File: config.mk
export PLATFORM = sky130hd
export DESIGN_NAME = vga_timing_gen
export DESIGN_NICKNAME = d
export VERILOG_FILES = /design/src/rtl/vga_timing_pkg.sv /design/src/rtl/vga_sync_delay.sv /design/src/rtl/vga_timing_gen.sv
export SDC_FILE = /design/constraint.sdc
export NUM_CORES = 1
export LEC_CHECK = 0
export CAP_MARGIN = 20
export CORE_MARGIN = 3
export CORE_UTILIZATION = 55
export DETAILED_ROUTE_END_ITERATION = 8
export GPL_ROUTABILITY_DRIVEN = 0
export GPL_TIMING_DRIVEN = 0
export PLACE_DENSITY_LB_ADDON = 0.12
export RECOVER_POWER = 25
export SYNTH_ARGS = -nofsm -noshare
export SYNTH_HDL_FRONTEND = slang
export SYNTH_HIERARCHICAL = 1
export SYNTH_SLANG_ARGS = --single-unit
File: constraint.sdc
create_clock -name dclk -period 2.41 [get_ports dclk]
set_input_delay 0.3615 -clock dclk [delete_from_list [all_inputs] [get_ports dclk]]
set_output_delay 0.3615 -clock dclk [all_outputs]
set_load 0.005 [all_outputs]
File: src/rtl/vga_timing_pkg.sv
// Shared VGA timing constants and the registered output bundle used by the
// timing generator and its output delay line.
package vga_timing_pkg;

   localparam int unsigned VGA_H_ACTIVE = 640;
   localparam int unsigned VGA_H_FP     = 16;
   localparam int unsigned VGA_H_SYNC   = 96;
   localparam int unsigned VGA_H_BP     = 48;

   localparam int unsigned VGA_V_ACTIVE = 480;
   localparam int unsigned VGA_V_FP     = 10;
   localparam int unsigned VGA_V_SYNC   = 2;
   localparam int unsigned VGA_V_BP     = 29;

   localparam bit VGA_POL_LOW  = 1'b0;
   localparam bit VGA_POL_HIGH = 1'b1;

   // Coordinates are carried at the widest supported counter width.
   localparam int unsigned VGA_COORD_W = 16;
   localparam int unsigned VGA_FCNT_W  = 16;

   typedef struct packed {
      logic                   hsync;
      logic                   vsync;
      logic                   de;
      logic [VGA_COORD_W-1:0] x;
      logic [VGA_COORD_W-1:0] y;
      logic                   line_start;
      logic                   frame_start;
   } vga_out_t;

   // Bundle value held during reset: syncs inactive, everything else zero.
   function automatic vga_out_t vga_idle(input bit hs_pol, input bit vs_pol);
      vga_out_t b;
      b       = '0;
      b.hsync = ~hs_pol;
      b.vsync = ~vs_pol;
      return b;
   endfunction

endpackage

File: src/rtl/vga_sync_delay.sv
// PIPE-deep, ce-enabled delay line for the VGA output bundle; PIPE=0 is a
// plain wire so the bundle leaves the generator's output register directly.
module vga_sync_delay
   import vga_timing_pkg::*;
#(
   parameter int unsigned PIPE    = 0,
   parameter vga_out_t    RST_VAL = '0
) (
   input  logic     dclk_i,
   input  logic     clr_i,
   input  logic     ce_i,
   input  vga_out_t d_i,
   output vga_out_t q_o
);

   if (PIPE == 0) begin : g_wire
      logic unused_ctl;
      assign unused_ctl = ^{dclk_i, clr_i, ce_i};
      assign q_o        = d_i;
   end else begin : g_pipe
      vga_out_t stage_q [PIPE];

      always_ff @(posedge dclk_i or posedge clr_i) begin
         if (clr_i) begin
            for (int i = 0; i < PIPE; i++) stage_q[i] <= RST_VAL;
         end else if (ce_i) begin
            stage_q[0] <= d_i;
            for (int i = 1; i < PIPE; i++) stage_q[i] <= stage_q[i-1];
         end
      end

      assign q_o = stage_q[PIPE-1];
   end

endmodule

File: src/rtl/vga_timing_gen.sv
// VGA raster timing generator: pixel/line counters, registered sync/de/
// coordinate decode, optional ce-qualified output delay, frame counter.
module vga_timing_gen
   import vga_timing_pkg::*;
#(
   parameter int unsigned H_ACTIVE = VGA_H_ACTIVE,
   parameter int unsigned H_FP     = VGA_H_FP,
   parameter int unsigned H_SYNC   = VGA_H_SYNC,
   parameter int unsigned H_BP     = VGA_H_BP,
   parameter int unsigned V_ACTIVE = VGA_V_ACTIVE,
   parameter int unsigned V_FP     = VGA_V_FP,
   parameter int unsigned V_SYNC   = VGA_V_SYNC,
   parameter int unsigned V_BP     = VGA_V_BP,
   parameter bit          HS_POL   = VGA_POL_LOW,
   parameter bit          VS_POL   = VGA_POL_LOW,
   parameter int unsigned PIPE     = 0,
   parameter int unsigned CNT_W    = 10
) (
   input  logic                  dclk,
   input  logic                  clr,
   input  logic                  ce,
   output logic                  hsync,
   output logic                  vsync,
   output logic                  de,
   output logic [CNT_W-1:0]      x,
   output logic [CNT_W-1:0]      y,
   output logic                  line_start,
   output logic                  frame_start,
   output logic [VGA_FCNT_W-1:0] frame_count
);

   localparam int unsigned H_TOT     = H_SYNC + H_BP + H_ACTIVE + H_FP;
   localparam int unsigned V_TOT     = V_SYNC + V_BP + V_ACTIVE + V_FP;
   localparam int unsigned H_ACT_BEG = H_SYNC + H_BP;
   localparam int unsigned H_ACT_END = H_ACT_BEG + H_ACTIVE;
   localparam int unsigned V_ACT_BEG = V_SYNC + V_BP;
   localparam int unsigned V_ACT_END = V_ACT_BEG + V_ACTIVE;
   localparam vga_out_t    RST_BUNDLE = vga_idle(HS_POL, VS_POL);

   if (H_TOT > 2**CNT_W || V_TOT > 2**CNT_W || PIPE > 7 ||
       CNT_W > VGA_COORD_W) begin : g_bad_cfg
      $error("vga_timing_gen: timing totals exceed counter width or PIPE > 7");
   end

   logic [CNT_W-1:0]      hc_q, hc_d;
   logic [CNT_W-1:0]      vc_q, vc_d;
   logic [VGA_FCNT_W-1:0] fcnt_q, fcnt_d;
   vga_out_t              out_q, out_d;
   vga_out_t              dec_c;
   vga_out_t              pipe_out;
   logic                  h_wrap_c, v_wrap_c;
   logic                  h_act_c, v_act_c;

   // Decode of the current raster position, captured on the next ce edge.
   always_comb begin
      dec_c       = RST_BUNDLE;
      h_act_c     = (32'(hc_q) >= H_ACT_BEG) && (32'(hc_q) < H_ACT_END);
      v_act_c     = (32'(vc_q) >= V_ACT_BEG) && (32'(vc_q) < V_ACT_END);
      dec_c.hsync = (32'(hc_q) < H_SYNC) ? HS_POL : ~HS_POL;
      dec_c.vsync = (32'(vc_q) < V_SYNC) ? VS_POL : ~VS_POL;
      dec_c.de    = h_act_c && v_act_c;
      if (h_act_c && v_act_c) begin
         dec_c.x = VGA_COORD_W'(32'(hc_q) - H_ACT_BEG);
         dec_c.y = VGA_COORD_W'(32'(vc_q) - V_ACT_BEG);
      end
      dec_c.line_start  = (hc_q == '0);
      dec_c.frame_start = (hc_q == '0) && (vc_q == '0);
   end

   // Counter advance; everything holds while ce is low.
   always_comb begin
      hc_d     = hc_q;
      vc_d     = vc_q;
      fcnt_d   = fcnt_q;
      out_d    = out_q;
      h_wrap_c = (32'(hc_q) == H_TOT - 1);
      v_wrap_c = (32'(vc_q) == V_TOT - 1);
      if (ce) begin
         out_d = dec_c;
         hc_d  = h_wrap_c ? '0 : hc_q + CNT_W'(1);
         if (h_wrap_c) begin
            vc_d = v_wrap_c ? '0 : vc_q + CNT_W'(1);
         end
         if (h_wrap_c && v_wrap_c) begin
            fcnt_d = fcnt_q + VGA_FCNT_W'(1);
         end
      end
   end

   always_ff @(posedge dclk or posedge clr) begin
      if (clr) begin
         hc_q   <= '0;
         vc_q   <= '0;
         fcnt_q <= '0;
         out_q  <= RST_BUNDLE;
      end else begin
         hc_q   <= hc_d;
         vc_q   <= vc_d;
         fcnt_q <= fcnt_d;
         out_q  <= out_d;
      end
   end

   vga_sync_delay #(
      .PIPE    (PIPE),
      .RST_VAL (RST_BUNDLE)
   ) u_sync_delay (
      .dclk_i (dclk),
      .clr_i  (clr),
      .ce_i   (ce),
      .d_i    (out_q),
      .q_o    (pipe_out)
   );

   if (CNT_W < VGA_COORD_W) begin : g_coord_hi
      // Upper coordinate bits are always zero for narrow counters.
      logic unused_coord_hi;
      assign unused_coord_hi = ^{pipe_out.x[VGA_COORD_W-1:CNT_W],
                                 pipe_out.y[VGA_COORD_W-1:CNT_W]};
   end

   assign hsync       = pipe_out.hsync;
   assign vsync       = pipe_out.vsync;
   assign de          = pipe_out.de;
   assign x           = pipe_out.x[CNT_W-1:0];
   assign y           = pipe_out.y[CNT_W-1:0];
   assign line_start  = pipe_out.line_start;
   assign frame_start = pipe_out.frame_start;
   assign frame_count = fcnt_q;

endmodule

==> results.tsv <==
metric	value	unit
status	finished clean	
cells on worst reg2reg path	5	
clock-pin slew on the worst setup and hold paths	0.06	ns
Worst EP arrival	2.51	ns
most used routing layer	met2	
CTS Hold Buffers Added	0	
Starting Density	57.8	%
Multi-input gate area	1380	um^2
met1 Usage GRT	28.9	%
Final Max Slew Viols	0	
Syn Std Cell Area	3240	um^2
DP HPWL	4.88	mm
I/O Pins	44	
Hold Crit Depth	3	
Routed Antenna Nets	0	
Antenna Cells	0	
DR vias/cell	5.45	
final hold slack	0.395	ns
CP required	2.63	ns
initial antenna violation count	0	
clk_skew	0.00676	ns
number of max-cap violations	0	
port bufs	42	
fin crit share	95.1	%
Slowest cell on crit path	or4_1	
Peak supply drop	0.000303	V
Final Hold Vio Count	0	
Lkg Pwr	1.79	nW
power density over the cells	577	nW/um^2
fin util	70.8	%
first-pass detailed-route iteration total	4	
nets	395	
Reg area	1530	um^2
GRT Util Overall	22.6	%
crit end category	flop	
critical path class	reg -> reg	
total power	0.00229	W
CTS sink cnt	61	
largest net degree at the start of global routing	38	
final setup violation count	0	
unrepaired setup endpoints after global routing	no	
CTS H-tree depth	3	
critical path startpoint category	flop	
placed cell count	439	
minimum clock period	2.29	ns
grt ovf	0	
detailed-route DRC error count	0	
WL final	6.88	mm
highest clock rate	436	MHz
Clock Tree Root	clkbuf_8	
yosys warns	6	
Slew @ Worst Pin	0.999	ns
first-pass GRT wire length	11.4	mm
Std-Cell Rows	27	
Post-Synthesis Net Count	336	
CORE AREA	5610	um^2
fill cell count	457	
die area	6850	um^2
drt initial violations	179	
largest stage delay on the critical path	0.61	ns
post-synthesis cell count	324	
CTS tree	done	
die width	82.8	um
vias in the first global route	2496	
Syn Area/Cell	10.0	um^2
clk buf depth	2	
Num CTS Buffers	9	
CP Cell Sequence	buf_6 > or4_4 > or4_1 > nor2_4 > mux2_2	
Hold Crit Class	in -> reg	
met2 Usage GRT	35.4	%
Area Overhead vs Synth	22.5	%
setup TNS	0	ns
Die Y	82.8	um
routed wire length per instance	15.0	um
fraction of layout cells with a size suffix above 1	16.0	%
routed vias	2503	
Slew HR	33.3	%
crit path max fanout	9	
Worst-Skew Late Latency	0.33	ns
post-route insts no fill	459	
M3 GR Usage	6.18	%
==> path summary, 6_finish.rpt <==
kind	slack, ns	start	to
max	0.12	vc_q[6]	frame_count[1]
min	0.39	ce	hc_q[2]
max reg2reg	0.12	vc_q[6]	frame_count[1]
min reg2reg	0.48	frame_count[15]	frame_count[15]
max in group asynchronous	0.92	clr	out_q[35]
min in group asynchronous	0.70	clr	frame_count[15]
==> layout by cell type (no fill, tap or decap), types with 3 or more instances in the layout <==
cell type / count
nor3_1: 7
nand4_1: 11
xor2_1: 13
or3_1: 4
clkbuf_8: 9
nor2_1: 25
buf_4: 31
inv_1: 20
o21ai_0: 14
nand3_1: 13
mux2_2: 3
xnor2_1: 17
a21oi_1: 6
clkdlybuf4s50_1: 41
buf_2: 3
clkbuf_1: 15
o2bb2ai_1: 18
dfrtp_1: 59
nor2b_1: 3
and3_1: 4
ha_1: 9
nand2_1: 21
a31oi_1: 4
==> repair_timing <==
item / CTS / global route
setup endpoints to repair: 13 / 20
gates resized for setup: 0 / 6
gates cloned: 0 / 0
setup buffers: 3 / 3
pin swaps: 1 / 1
==> cell type report <==
cell class / count / area share (%)
Tap cell: 72 / 2.27
Clock buffer: 14 / 3.59
Inverter: 20 / 1.89
Clock inverter: 1 / 0.126
Sequential cell: 61 / 38.5
Multi-Input combinational cell: 201 / 34.8
Timing Repair Buffer: 49 / 12.2
Buffer: 41 / 6.58
==> per-layer routing <==
| metal | up-vias | part of all wire [%] |
|---|---|---|
| met3 | 10 | 4.4 |
| li1 | 1215 | - |
| met1 | 1223 | 45 |
| met5 | - | 0 |
| met2 | 55 | 49 |
| met4 | 0 | 2.0 |
==> worst max-delay path, delay by kind of cell, from the launching register on <==
kind	cells	cell delay (ns)
muxes	1	0.34
and+or+nand+nor	3	1.33
DFF	1	0.37
buffers and inverters	1	0.14
==> state kept, by name, indices dropped and copies added, names as in the netlist <==
signal	count
vc_q	10
hc_q	10
frame_count	16
out_q	25
==> power by group <==
part           switching [W]  total, W  leakage (nW)  internal (W)
clock               0.000368  0.000736        0.0745      0.000368
combinational       0.000224  0.000378         0.909      0.000154
sequential         0.0000895   0.00118         0.808       0.00109
==> stage by stage <==
step | cell area (um^2) | worst slack [ns]
after floorplan | 3240 | 0.209
after global placement | 3750 | -0.553
after detailed placement | 3770 | -0.243
after CTS | 3940 | 0.00613
after global routing | 3970 | 0.0362
final | 3970 | 0.118
Power figures use the tool's default switching activity.
